**config.mk**
```make
export PLATFORM = sky130hd
export DESIGN_NAME = fetch_unit
export DESIGN_NICKNAME = d
export VERILOG_FILES = /design/src/rtl/fetch_unit.sv
export SDC_FILE = /design/constraint.sdc
export NUM_CORES = 1
export LEC_CHECK = 0
export ABC_CLOCK_PERIOD_IN_PS = 1700
export CAP_MARGIN = 20
export CORE_AREA = 2 2 52 54
export DETAILED_ROUTE_END_ITERATION = 10
export DIE_AREA = 0 0 54 56
export PLACE_DENSITY_LB_ADDON = 0.3
export REMOVE_ABC_BUFFERS = 1
export SLEW_MARGIN = 20
export SYNTH_ARGS = -nofsm -noshare
export SYNTH_HDL_FRONTEND = slang
export SYNTH_SLANG_ARGS = --single-unit
```
**constraint.sdc**
```tcl
create_clock -name CLK -period 1.7 [get_ports CLK]
set_clock_uncertainty 0.2 [all_clocks]
set_input_delay 0.17 -clock CLK [delete_from_list [all_inputs] [get_ports CLK]]
set_output_delay 0.17 -clock CLK [all_outputs]
set_load 0.02 [all_outputs]
```
**src/rtl/fetch_unit.sv**
```systemverilog
// fetch_unit -- instruction fetch front end.
//
// Each instruction is fetched with a four-state sequence:
//   T1_ADDR  MAR <= PC
//   T2_INC   PC  <= PC + 1 (wraps at 2^AddressSize)
//   T3_READ  ROM enabled, IR <= rom_data at the end of the cycle
//   HOLD     IR is presented to the execute stage until it is accepted.
// If the accepted word has an all-ones opcode (HLT), the unit parks in HALT.
// Only reset leaves HALT.
//
// Ports
//   CLK           system clock, rising edge
//   CLR_bar       asynchronous active-low reset
//   rom_address   ROM address (always the MAR)
//   rom_CE_bar    ROM chip enable, active-low, low only in T3_READ
//   rom_data      ROM read data
//   instr_valid   IR holds a word for the execute stage (HOLD)
//   instr_ready   execute stage accepts the presented word
//   opcode        upper half of IR
//   operand       lower half of IR
//   jump_en       on an accepted non-HLT handshake, load PC from jump_address
//   jump_address  branch target
//   pc_value      current program counter
//   halted        HLT accepted, fetch stopped
//
// WordSize is expected to be even so that opcode and operand split IR evenly.
module fetch_unit #(
  parameter int WordSize    = 8,
  parameter int AddressSize = 4
) (
  input  logic                    CLK,
  input  logic                    CLR_bar,
  output logic [AddressSize-1:0]  rom_address,
  output logic                    rom_CE_bar,
  input  logic [WordSize-1:0]     rom_data,
  output logic                    instr_valid,
  input  logic                    instr_ready,
  output logic [WordSize/2-1:0]   opcode,
  output logic [WordSize/2-1:0]   operand,
  input  logic                    jump_en,
  input  logic [AddressSize-1:0]  jump_address,
  output logic [AddressSize-1:0]  pc_value,
  output logic                    halted
);

  typedef enum logic [2:0] {
    T1_ADDR = 3'd0,
    T2_INC  = 3'd1,
    T3_READ = 3'd2,
    HOLD    = 3'd3,
    HALT    = 3'd4
  } state_t;

  state_t                  state_q, state_d;
  logic [AddressSize-1:0]  pc_q,    pc_d;
  logic [AddressSize-1:0]  mar_q,   mar_d;
  logic [WordSize-1:0]     ir_q,    ir_d;
  logic                    ce_bar_q, ce_bar_d;
  logic                    valid_q,  valid_d;
  logic                    halted_q, halted_d;

  logic                    is_hlt;

  assign opcode  = ir_q[WordSize-1 -: WordSize/2];
  assign operand = ir_q[WordSize/2-1:0];
  assign is_hlt  = &opcode;

  // Next-state and datapath updates. Every register holds by default, so
  // HOLD without a handshake and HALT change nothing.
  always_comb begin
    state_d = state_q;
    pc_d    = pc_q;
    mar_d   = mar_q;
    ir_d    = ir_q;
    unique case (state_q)
      T1_ADDR: begin
        mar_d   = pc_q;
        state_d = T2_INC;
      end
      T2_INC: begin
        pc_d    = pc_q + AddressSize'(1);
        state_d = T3_READ;
      end
      T3_READ: begin
        ir_d    = rom_data;
        state_d = HOLD;
      end
      HOLD: begin
        if (instr_ready) begin
          if (is_hlt) begin
            // HLT wins over any jump request presented with it.
            state_d = HALT;
          end else begin
            state_d = T1_ADDR;
            if (jump_en) pc_d = jump_address;
          end
        end
      end
      HALT: begin
        state_d = HALT;
      end
      default: begin
        // Unused encodings fall back into the fetch loop.
        state_d = T1_ADDR;
      end
    endcase
  end

  // Status outputs are decoded from the next state and registered, so they
  // are exact decodes of the current state with no input-to-output path and
  // no decode glitches on the ROM enable.
  always_comb begin
    ce_bar_d = (state_d != T3_READ);
    valid_d  = (state_d == HOLD);
    halted_d = (state_d == HALT);
  end

  always_ff @(posedge CLK or negedge CLR_bar) begin
    if (!CLR_bar) begin
      state_q  <= T1_ADDR;
      pc_q     <= '0;
      mar_q    <= '0;
      ir_q     <= '0;
      ce_bar_q <= 1'b1;
      valid_q  <= 1'b0;
      halted_q <= 1'b0;
    end else begin
      state_q  <= state_d;
      pc_q     <= pc_d;
      mar_q    <= mar_d;
      ir_q     <= ir_d;
      ce_bar_q <= ce_bar_d;
      valid_q  <= valid_d;
      halted_q <= halted_d;
    end
  end

  assign rom_address = mar_q;
  assign rom_CE_bar  = ce_bar_q;
  assign instr_valid = valid_q;
  assign halted      = halted_q;
  assign pc_value    = pc_q;

endmodule
```
* Yosys cells after proc, flatten, opt, wreduce, memory -nomap -nowiden
Cells that the tools add are included.
Operators by class: muxes and demuxes 7, reductions and logical operators 4, equal/unequal tests 10, add/sub/neg operators 1
Operators with widths (count):
- $pmux 3 s5 | 1
- $mux 4 | 3
- $eq 3x2->1 const B | 3
- $pmux 4 s2 | 1
- $reduce_and 4->1 | 2
- $eq 3x3->1 const B | 2
- $mux 3 | 2
- $ne 2x2->1 const B | 3
- $add 4x1->4 const B | 1
- $eq 3x1->1 const B | 1
- $logic_not 3->1 | 1
- $ne 3x2->1 const B | 1
- $reduce_bool 2->1 | 1
Storage, ports and cells: register bits after elaboration 22, output and inout port bits 19, bits of input ports 16

* Logic depth before layout (Yosys ltp)
word-level depth 5, mapped depth 5, depth with buffers taken out 4

* Worst setup path before layout
Ideal clock, no wire load.
kind reg2reg, from reg state_q[1], to reg mar_q[0] (netlist: rom_address[0]), cell stages (with the launch flop) 4, setup slack 0.139 ns, path buffers 1, period minus slack after synthesis 1.561 ns, arrival 1.236 ns, cells stage by stage dfrtp_1 > buf_6 > nor3_1 > mux2_2
Between the ends: word-level cells in the longest chain between the ends 1
RTL lines:
- from (decl) | line 54 | state_t state_q, state_d;
- from (signal assigned) | line 128 | state_q <= state_d;
- $logic_not 3->1 | line 75 | unique case (state_q)
- to (signal assigned) | line 130 | mar_q <= mar_d;
- to (decl) | line 56 | logic [AddressSize-1:0] mar_q, mar_d;
Every way passes these cells. A chain may end at the register's enable or synchronous reset.

* Worst setup path in the final report
from reg mar_q[3] (netlist: rom_address[3]), to out rom_address[3]
RTL lines:
- to (decl) | line 33 | output logic [AddressSize-1:0] rom_address,
No word-level cell between the ends.

==> flow_metrics.py <==
metrics = {
    "outcome": {
        "status": "complete, no violations",
    },
    "clock_tree": {
        "path_clk_slew_ns": 0.12,
        "cts_root_buf": "clkbuf_4",
        "cts_setup_buffers": 0,
        "cts_buffers": 3,
        "htreeDepth": 1,
        "cts_max_path_buffers": 2,
        "cts_sinks": 22,
        "cts_tree": "built",
        "insertion_delay_ns": 0.30,
    },
    "sta": {
        "finalSetupViolCount": 0,
        "worst_pin_slew_ns": 0.275,
        "grt_setup_unrepaired": "false",
        "hold_viol": 0,
        "max-slew-margin-rel_pct": 81.6,
        "fin_crit_sh_pct": 96.6,
        "fin_crit_ns": 1.64,
        "drv_slew": 0,
        "setup-tns-final_ns": 0,
        "fmax_mhz": 609,
    },
    "global_routing": {
        "grt_pass1_wl_um": 3130,
        "grt_pass1_vias": 756,
        "antenna_found_initial": 0,
        "grt_usage_pct": 13.7,
        "overflow": 0,
        "grt_max_degree": 23,
    },
    "cells_and_area": {
        "multi_input_area_um2": 380,
        "area_delta_synth_final_pct": 47.2,
        "final_util_pct": 57.8,
        "final_cell_mix": "dfrtp_1 (21), clkdlybuf4s50_1 (20), mux2_2 (12), dlymetal6s2s_1 (9), a21oi_1 (6)",
        "layout.nets": 132,
        "register_area_um2": 552,
        "drive_gt1_share_pct": 22.8,
        "fillers": 225,
        "final_common_cell": "dfrtp_1",
        "n_antenna_cell": 0,
    },
    "drt": {
        "totalWireLength_um": 1860,
        "drtIter0Drc": 10,
        "wire_per_inst_um": 12.9,
        "vias": 703,
        "ant_nets": 0,
        "drc": 0,
        "dr.pass1.iters": 3,
        "via_per_inst": 4.88,
    },
    "critical_path": {
        "crit_slowest_cell": "clkdlybuf4s50_1",
        "arrival_ns": 1.27,
        "worst_setup_path_end_kind": "primary output",
        "critPathBufInv": 1,
        "crit_type": "register to primary output",
        "slowest_delay_ns": 0.60,
        "cp_max_fo": 2,
        "cp-start-kind": "register",
        "cp_top_family": "buffers and inverters",
        "worstPathRequired_ns": 1.33,
        "path_cells": "clkdlybuf4s50_1",
    },
    "place": {
        "io_buffers": 34,
        "hpwlAfterDp_um": 1430,
        "place.gp.congestion": 0.759,
    },
    "logic_synthesis": {
        "synth_top_area_share_pct": 55.0,
        "synthTopCellsByArea": "dfrtp_1 (55%), mux2_2 (14%), a21oi_1 (3.1%)",
        "postSynthAreaPerCell_um2": 12.9,
        "yosys.area.top_type": "dfrtp_1",
        "synth_seq_area_share_pct": 57.8,
        "synth_cells": 74,
        "yosys_register_bits": 22,
        "synth_warnings": 0,
        "yosysUniqueCellTypes": 23,
        "synth_area_um2": 955,
    },
    "worst_hold_path": {
        "hp-class": "input pin to async pin",
    },
    "floorplan": {
        "coreArea_um2": 2430,
        "rows": 18,
        "die-area_um2": 3020,
        "die_h_um": 56,
        "dieWidth_um": 54,
        "io_pins": 35,
        "start_util_pct": 39.2,
    },
    "pwr": {
        "p_leak_uw": 0.000665,
        "peakVddDrop_mv": 0.994,
        "powerDensity_nw_per_um2": 1920,
    },
    "job": {
        "cap_viol_max_count": 0,
    },
}
[cells in the mapped netlist]
master and instances:
a21oi_1 6, or3b_4 1, nand2_1 4, and2_1 1
a211oi_1 1, and3_1 2, nand3_1 3, a211oi_2 1
o21ai_0 2, buf_6 2, dfrtp_1 21, nand3b_2 1
and4_1 1, nor3_1 1, dfstp_2 1, nand4b_1 2
mux2_2 12, nor2_1 5, ha_1 1, mux2i_1 1
nor2_2 1, o21ai_4 1, nand2b_1 3
[through the flow]
stage / worst slack [ns] / power, uW / cells / cell area, um2 / hold WS, ns
6_report: 0.0583 / 2700 / 144 / 1410 / 0.0173
5_1_grt: 0.00216 / 2900 / 144 / 1410 / 0.0165
4_1_cts: 0.0175 / 2770 / 144 / 1380 / 0.0242
3_5_place_dp: 0.0484 / 2520 / 140 / 1350 / 0.301
3_3_place_gp: 0.0928 / 2480 / 140 / 1350 / 0.290
2_1_floorplan: 0.163 / 1800 / 72 / 932 / -0.326
[area by class of cell]
type                            count  share of cell area (%)
Sequential cell                    22                    39.3
Timing Repair Buffer               38                    28.4
Multi-Input combinational cell     50                    27.1
Tap cell                           30                    2.67
Clock buffer                        4                    2.58
[registers in the layout, indices dropped and copies added, names as in the netlist]
signal,flops
instr_valid,1
rom_CE_bar,1
ir_q,8
halted,1
rom_address,4
pc_value,4
state_q,3
[per-layer routing]
metal  vias to the layer above  wire length, um  GRT usage [%]
met5                         -                0              0
met4                         0               12           3.21
met2                        25              910           23.3
met1                       334              804           16.6
met3                         2              137           4.03
li1                        342                -              -
[repair_timing]
item,in CTS,in global routing
hold buffers,0,0
pin swaps,0,0
setup endpoints to repair,5,9
hold endpoints to repair,0,0
gates resized for setup,5,9
[power by group]
part           total (uW)  leakage (uW)  switching (uW)  internal (uW)
clock                 281     0.0000210             151            130
sequential            980      0.000254             205            776
combinational        1430      0.000390             681            753
[worst paths after layout]
kind	from	to	slack (ns)	cells past startpoint
worst max-delay path	rom_address[3]$_DFFE_PN0N_	rom_address[3]	0.06	1
worst min-delay path	CLR_bar	rom_address[0]$_DFFE_PN0N_	0.02	2
worst max register to register	state_q[0]$_DFF_PN0_	pc_value[0]$_DFFE_PN0P_	0.10	4
worst min register to register	ir_q[0]$_DFFE_PN0P_	ir_q[0]$_DFFE_PN0P_	0.32	1
max in group asynchronous	CLR_bar	rom_CE_bar$_DFF_PN1_	1.00	2
min in group CLK	rom_data[1]	ir_q[1]$_DFFE_PN0P_	0.28	2
[cells by family (layout without fill, tap and decap cells)]
family	after synthesis	after routing	share of synthesized area (%)
AOI/OAI and AO/OA	11	11	8.00
muxes	13	13	15.2
adders and majority gates	1	1	1.31
DFF	22	22	57.8
and+or+nand+nor	25	25	15.3
buffers and inverters	2	42	2.36
(Power assumes the default switching activity.)
